$ cat config.mk
export PLATFORM = sky130hd
export DESIGN_NAME = fetch_stage
export DESIGN_NICKNAME = d
export VERILOG_FILES = /design/src/rtl/fetch_stage.sv
export SDC_FILE = /design/constraint.sdc
export NUM_CORES = 1
export LEC_CHECK = 0
export CAP_MARGIN = 20
export CORE_UTILIZATION = 46
export CTS_CLUSTER_DIAMETER = 200
export CTS_CLUSTER_SIZE = 30
export DETAILED_ROUTE_END_ITERATION = 10
export GPL_ROUTABILITY_DRIVEN = 0
export PLACE_DENSITY = 0.69
export REMOVE_ABC_BUFFERS = 1
export SLEW_MARGIN = 20
export SYNTH_ARGS = -nofsm -noshare
export SYNTH_HDL_FRONTEND = slang
export SYNTH_SLANG_ARGS = --single-unit
$ cat constraint.sdc
create_clock -name clk -period 7.7 [get_ports clk]
set_clock_uncertainty 0.15 [all_clocks]
set_input_delay 1.54 -clock clk [delete_from_list [all_inputs] [get_ports clk]]
set_output_delay 1.54 -clock clk [all_outputs]
set_load 0.005 [all_outputs]
$ cat src/rtl/fetch_stage.sv
// Instruction-fetch stage: owns the PC, issues credit-limited word fetches and
// buffers in-order responses in a prefetch FIFO. Optional macro: FETCH_PERF_CNT_EN.
module fetch_stage #(
  parameter int                    ADDR_WIDTH  = 32,
  parameter int                    INSTR_WIDTH = 32,
  parameter logic [ADDR_WIDTH-1:0] RESET_PC    = '0,
  parameter int                    FIFO_DEPTH  = 2
) (
  input  logic                   clk,
  input  logic                   reset,
  input  logic                   stall,
  input  logic                   redirect,
  input  logic [ADDR_WIDTH-1:0]  redirectPC,
  output logic                   imemReq,
  output logic [ADDR_WIDTH-1:0]  imemAddr,
  input  logic                   imemGnt,
  input  logic                   imemRValid,
  input  logic [INSTR_WIDTH-1:0] imemRData,
  output logic                   ifValid,
  output logic [ADDR_WIDTH-1:0]  ifPC,
  output logic [INSTR_WIDTH-1:0] ifInstr
`ifdef FETCH_PERF_CNT_EN
  ,
  output logic [31:0]            perfStallCycles,
  output logic [31:0]            perfDropCount
`endif
);

  localparam int CW = $clog2(FIFO_DEPTH + 1);
  localparam int PW = $clog2(FIFO_DEPTH);
  localparam logic [ADDR_WIDTH-1:0]  PC_STEP = ADDR_WIDTH'(4);
  localparam logic [INSTR_WIDTH-1:0] NOP     = INSTR_WIDTH'(32'h0000_0013);

  typedef enum logic [1:0] {BOOT, FETCH, FLUSH} state_t;

  state_t                  state, stateNext;
  logic [ADDR_WIDTH-1:0]   fetchPC, fetchPCNext;
  logic [ADDR_WIDTH-1:0]   respPC, respPCNext;
  logic [ADDR_WIDTH-1:0]   pendingPC, pendingPCNext;
  logic [CW-1:0]           outstanding, outstandingNext;
  logic [CW-1:0]           dropCnt, dropCntNext;
  logic [CW-1:0]           fifoCount;
  logic [PW-1:0]           rdPtr, wrPtr;
  logic [ADDR_WIDTH-1:0]   fifoPC    [FIFO_DEPTH];
  logic [INSTR_WIDTH-1:0]  fifoInstr [FIFO_DEPTH];

  logic [CW:0]             credit;
  logic [ADDR_WIDTH-1:0]   target;
  logic                    grant, push, pop, drop, clearFifo;

  // Credits cover both in-flight requests and buffered entries, so a push never overflows.
  assign credit   = {1'b0, outstanding} + {1'b0, fifoCount};
  assign imemReq  = (state == FETCH) && (credit < (CW+1)'(FIFO_DEPTH));
  assign imemAddr = fetchPC;
  assign grant    = imemReq && imemGnt;
  assign target   = redirectPC & ~ADDR_WIDTH'(3);

  assign ifValid  = (fifoCount != '0);
  assign ifPC     = ifValid ? fifoPC[rdPtr] : '0;
  assign ifInstr  = ifValid ? fifoInstr[rdPtr] : NOP;
  assign pop      = ifValid && !stall && !redirect;

  always_comb begin
    stateNext       = state;
    fetchPCNext     = fetchPC;
    respPCNext      = respPC;
    pendingPCNext   = pendingPC;
    dropCntNext     = dropCnt;
    outstandingNext = outstanding + CW'(grant) - CW'(imemRValid);
    push            = 1'b0;
    drop            = 1'b0;
    clearFifo       = 1'b0;

    case (state)
      BOOT: stateNext = FETCH;
      FETCH: begin
        if (grant) fetchPCNext = fetchPC + PC_STEP;
        if (imemRValid) begin
          push       = 1'b1;
          respPCNext = respPC + PC_STEP;
        end
      end
      FLUSH: begin
        if (imemRValid) begin
          drop        = 1'b1;
          dropCntNext = dropCnt - CW'(1);
          if (dropCntNext == '0) begin
            stateNext   = FETCH;
            fetchPCNext = pendingPC;
            respPCNext  = pendingPC;
          end
        end
      end
      default: stateNext = BOOT;
    endcase

    // Redirect overrides everything above: wrong-path data is dropped, grants still count.
    if (redirect) begin
      push        = 1'b0;
      drop        = imemRValid;
      clearFifo   = 1'b1;
      dropCntNext = outstandingNext;
      if (outstandingNext == '0) begin
        stateNext   = FETCH;
        fetchPCNext = target;
        respPCNext  = target;
      end else begin
        stateNext     = FLUSH;
        fetchPCNext   = fetchPC;
        pendingPCNext = target;
      end
    end
  end

  always_ff @(posedge clk or posedge reset) begin
    if (reset) begin
      state       <= BOOT;
      fetchPC     <= RESET_PC;
      respPC      <= RESET_PC;
      pendingPC   <= RESET_PC;
      outstanding <= '0;
      dropCnt     <= '0;
    end else begin
      state       <= stateNext;
      fetchPC     <= fetchPCNext;
      respPC      <= respPCNext;
      pendingPC   <= pendingPCNext;
      outstanding <= outstandingNext;
      dropCnt     <= dropCntNext;
    end
  end

  always_ff @(posedge clk or posedge reset) begin
    if (reset) begin
      fifoCount <= '0;
      rdPtr     <= '0;
      wrPtr     <= '0;
    end else if (clearFifo) begin
      fifoCount <= '0;
      rdPtr     <= '0;
      wrPtr     <= '0;
    end else begin
      if (push) wrPtr <= wrPtr + PW'(1);
      if (pop)  rdPtr <= rdPtr + PW'(1);
      fifoCount <= fifoCount + CW'(push) - CW'(pop);
    end
  end

  // Storage needs no reset: entries are only visible through fifoCount.
  always_ff @(posedge clk) begin
    if (push) begin
      fifoPC[wrPtr]    <= respPC;
      fifoInstr[wrPtr] <= imemRData;
    end
  end

`ifdef FETCH_PERF_CNT_EN
  always_ff @(posedge clk or posedge reset) begin
    if (reset) begin
      perfStallCycles <= '0;
      perfDropCount   <= '0;
    end else begin
      if (imemReq && !imemGnt && (perfStallCycles != '1))
        perfStallCycles <= perfStallCycles + 32'd1;
      if (drop && (perfDropCount != '1))
        perfDropCount <= perfDropCount + 32'd1;
    end
  end
`endif

endmodule

==> flow_summary_export.csv <==
group,metric,value,unit
synth,async_flop_share,0.443,
worst_hold_path,hold_path_depth,0,
power_and_ir_drop,p_sw,1.82,mW
layout,fin_util,0.560,
job,drv_cap,0,
worst_hold_path,hold_class,"reg -> reg",
synth,seq_area_frac_synth,0.559,
run_status,status,"finished, final reports clean",
global_route,grt_max_degree,65,
floorplanning,rows,57,
place,portBuffers,163,
detailed_routing,drc,0,
synth,syn_avg_cell_area,11.3,um2
cts,htreeDepth,1,
cts,clock_sinks,230,
synth,synth_edf_count,128,
synth,syn-cell-area,11400,um2
power_and_ir_drop,powerDensity,342,nW/um2
setup_path,critPathBufInv,3,
layout,finalNonFillerCells,1466,
setup_path,cpMostUsedCell,"ha_1",
floorplanning,start_util,0.470,
setup_path,worstSetupStartpointType,"input port",
synth,ys_types,76,
timing,period_share,0.621,
timing,hold_viol_final,0,
detailed_routing,via_per_inst,5.83,
cts,clock_latency,0.49,ns
timing,fmax,0.209,GHz
cts,cts_made_buffers,11,
floorplanning,pin_count,168,
global_route,grt_pass1_wl,45.3,mm
timing,slew_headroom,0.289,
layout,layout.nets,1220,
timing,slew_violations,0,
cts,path_clk_slew,0.12,ns
cts,cts_hold_buf,0,
setup_path,reg2regPathDepth,12,
setup_path,worstReg2RegStart,"fifoCount[0]",
place,dp_cells,1450,
floorplanning,die-area,25500,um2
cts,cts_setup_buffers,0,
layout,final_layout_size_suffix_gt1_frac,0.0797,
place,hpwlAfterDp,18.6,mm
power_and_ir_drop,ir_drop,171,uV
global_route,grt_pass1_vias,8284,
cts,clk_path_buf_depth,3,
detailed_routing,firstDrtPassIters,5,
layout,area_delta_synth_final,19.2,%
timing,tightestPinTransition,1.06,ns
detailed_routing,postRouteAntennaNets,0,
power_and_ir_drop,comb_power_share,0.418,
setup_path,cp_top_family,"simple AND/OR/NAND/NOR gates",
timing,rsz0062_at_grt,"no",
timing,min_period,4.78,ns
detailed_routing,drt_iter0_drc,592,
power_and_ir_drop,p_int,2.84,mW
power_and_ir_drop,power_frac_seq,0.443,
setup_path,critPathMaxStageDelay,0.71,ns
setup_path,crit_chain,"clkdlybuf4s50_1, nand4bb_1, ha_1, inv_1, ha_1, xor3_1, nor3_2, buf_4, or2_1, mux2_1, a311o_1",
layout,ff_latch_area,6400,um2
synth,syn_inst,1014,
setup_path,startpoint,"imemGnt",
floorplanning,dieHeight,160,um
floorplanning,coreArea,24300,um2
detailed_routing,vias,8552,
global_route,grt-ovfl-total,0,
layout,fill_cells,2102,
detailed_routing,postRouteWirelength,28.1,mm
global_route,grt_usage,0.221,
global_route,antenna_found_initial,0,
power_and_ir_drop,clockPowerShare,0.139,
synth,synth-seq-cells,230,
power_and_ir_drop,p_sw_frac,0.390,
setup_path,worst_path_max_delay_cell,"or2_1",
setup_path,cp.depth,11,
detailed_routing,wl_per_cell,19.2,um
setup_path,endpoint_kind,"flip-flop",
setup_path,worstPathRequired,7.93,ns
layout,stdcell_area,13600,um2
timing,fin_tns_setup,0,ns
worst_hold_path,hold_start,"respPC[0]",
layout,diodes,0,
setup_path,crit_type,"in -> reg",
floorplanning,die_w,160,um
setup_path,worstPathArrival,5.01,ns
place,dpl-instance-area,13300,um2
timing,fin_ws,2.92,ns
layout,multiInputGateArea,4690,um2
place,pre_cts_slack,2.37,ns
setup_path,crit_fanout,25,
cts,post_cts_resized,0,
power_and_ir_drop,p_leak,4.82,nW
synth,ys.flop_type,"edfxtp_1",
synth,synth_warnings,0,
cts,cts_tree,"built",
timing,setup_viol,0,
cts,root_buffer,"clkbuf_16",
-- final timing paths --
kind / end / slack (ns)
worst max-delay path: imemAddr[29] / 2.92
worst min-delay path: fifoPC[0][0] / 0.34
worst max register to register: imemAddr[29] / 3.32
worst min register to register: fifoPC[0][0] / 0.34
max in group asynchronous: pendingPC[11] / 4.84
min in group asynchronous: pendingPC[8] / 1.33
-- worst reg2reg max path, cell delays in order, from the launching register on --
cell	delay [ns]
dfrtp_1	0.44
and2_1	0.17
fa_1	0.45
nand4bb_1	0.26
ha_1	0.31
inv_1	0.05
ha_1	0.13
xor3_1	0.50
nor3_2	0.14
buf_4	0.31
or2_1	0.71
mux2_1	0.39
a311o_1	0.26
-- kinds of logic after synthesis --
logic type                 Yosys count  synth area share
and+or+nand+nor                    336             0.149
DFF                                230             0.559
AOI/OAI and AO/OA                  226             0.137
muxes                              113             0.103
buffers and inverters               92            0.0339
adders and majority gates           11            0.0127
xor gates and xnor gates             5           0.00514
other                                1          0.000328
-- sequential cells by signal, summed over array words and instances (netlist names) --
signal / flops
dropCnt: 2
fifoCount: 2
fifoInstr: 64
fifoPC: 64
imemAddr: 30
outstanding: 2
pendingPC: 30
rdPtr: 1
respPC: 32
state: 2
wrPtr: 1
-- layer usage --
metal,part of all wire,vias up,GRT usage
li1,-,4049,-
met1,0.46,4122,0.320
met2,0.46,335,0.352
met3,0.063,46,0.0265
met4,0.023,0,0.0616
met5,0,-,0
-- power by group through the flow --
stage	Clock [mW]	Sequential, mW	Combinational (mW)
floorplan	0	1.97	1.23
global placement	0	2.06	1.91
detailed placement	0	2.07	1.94
CTS	0.669	2.05	1.95
global route	0.710	2.11	2.15
finish	0.647	2.06	1.95
-- per-stage QoR --
step	power, mW	hold WS [ns]
2_1_floorplan	3.20	0.292
3_3_place_gp	3.97	0.309
3_5_place_dp	4.02	0.316
4_1_cts	4.67	0.340
5_1_grt	4.97	0.362
6_report	4.66	0.341
-- placed cells by master, fill, tap and decap left out, drive strengths merged, types with 3 or more instances in the layout --
cell / count
buf: 16
clkdlybuf4s50: 162
a31oi: 11
o21ai: 52
or2: 5
nand2b: 9
and4: 6
xnor2: 3
o211ai: 6
nand2: 76
and2: 3
o22ai: 5
nor4: 21
nor4b: 3
a21oi: 44
nand4: 17
nor2: 135
o31ai: 9
mux2i: 74
o311ai: 5
nor3: 16
o31a: 4
mux2: 39
o2bb2ai: 6
a222oi: 9
and3: 6
nand3: 19
clkbuf: 15
a22o: 24
a22oi: 11
dfrtp: 102
a221oi: 19
or4: 4
or3: 12
o211a: 3
inv: 25
ha: 10
edfxtp: 128
-- cell usage after synthesis, drive strengths merged (4+ instances only) --
| master | number | area [um2] |
|---|---|---|
| nor2 | 135 | 509 |
| edfxtp | 128 | 3840 |
| dfrtp | 102 | 2550 |
| nand2 | 76 | 285 |
| mux2i | 74 | 741 |
| o21ai | 52 | 260 |
| a21oi | 44 | 220 |
| clkbuf | 40 | 150 |
| mux2 | 39 | 439 |
| buf | 27 | 144 |
| a22o | 24 | 210 |
| inv | 24 | 90.1 |
| nor4 | 21 | 198 |
| a221oi | 19 | 166 |
| nand3 | 19 | 108 |
| nand4 | 17 | 134 |
| nor3 | 16 | 85.1 |
| or3 | 12 | 75.1 |
| a22oi | 11 | 82.6 |
| a31oi | 11 | 68.8 |
| ha | 10 | 125 |
| a222oi | 9 | 90.1 |
| nand2b | 9 | 56.3 |
| o31ai | 9 | 67.6 |
| and3 | 6 | 37.5 |
| and4 | 6 | 52.6 |
| o211ai | 6 | 45.0 |
| o2bb2ai | 6 | 52.6 |
| o22ai | 5 | 31.3 |
| o311ai | 5 | 43.8 |
| or2 | 5 | 31.3 |
| o31a | 4 | 35.0 |
| or4 | 4 | 37.5 |
-- cell type report --
class                   instances  area share
clock buffers                  15      0.0213
clock inverters                 1    0.000826
inverters                      25     0.00707
multi-input cells             693       0.344
flip-flops and latches        230       0.470
well taps                     324      0.0297
repair buffers                178       0.128
(Power assumes the default switching activity.)
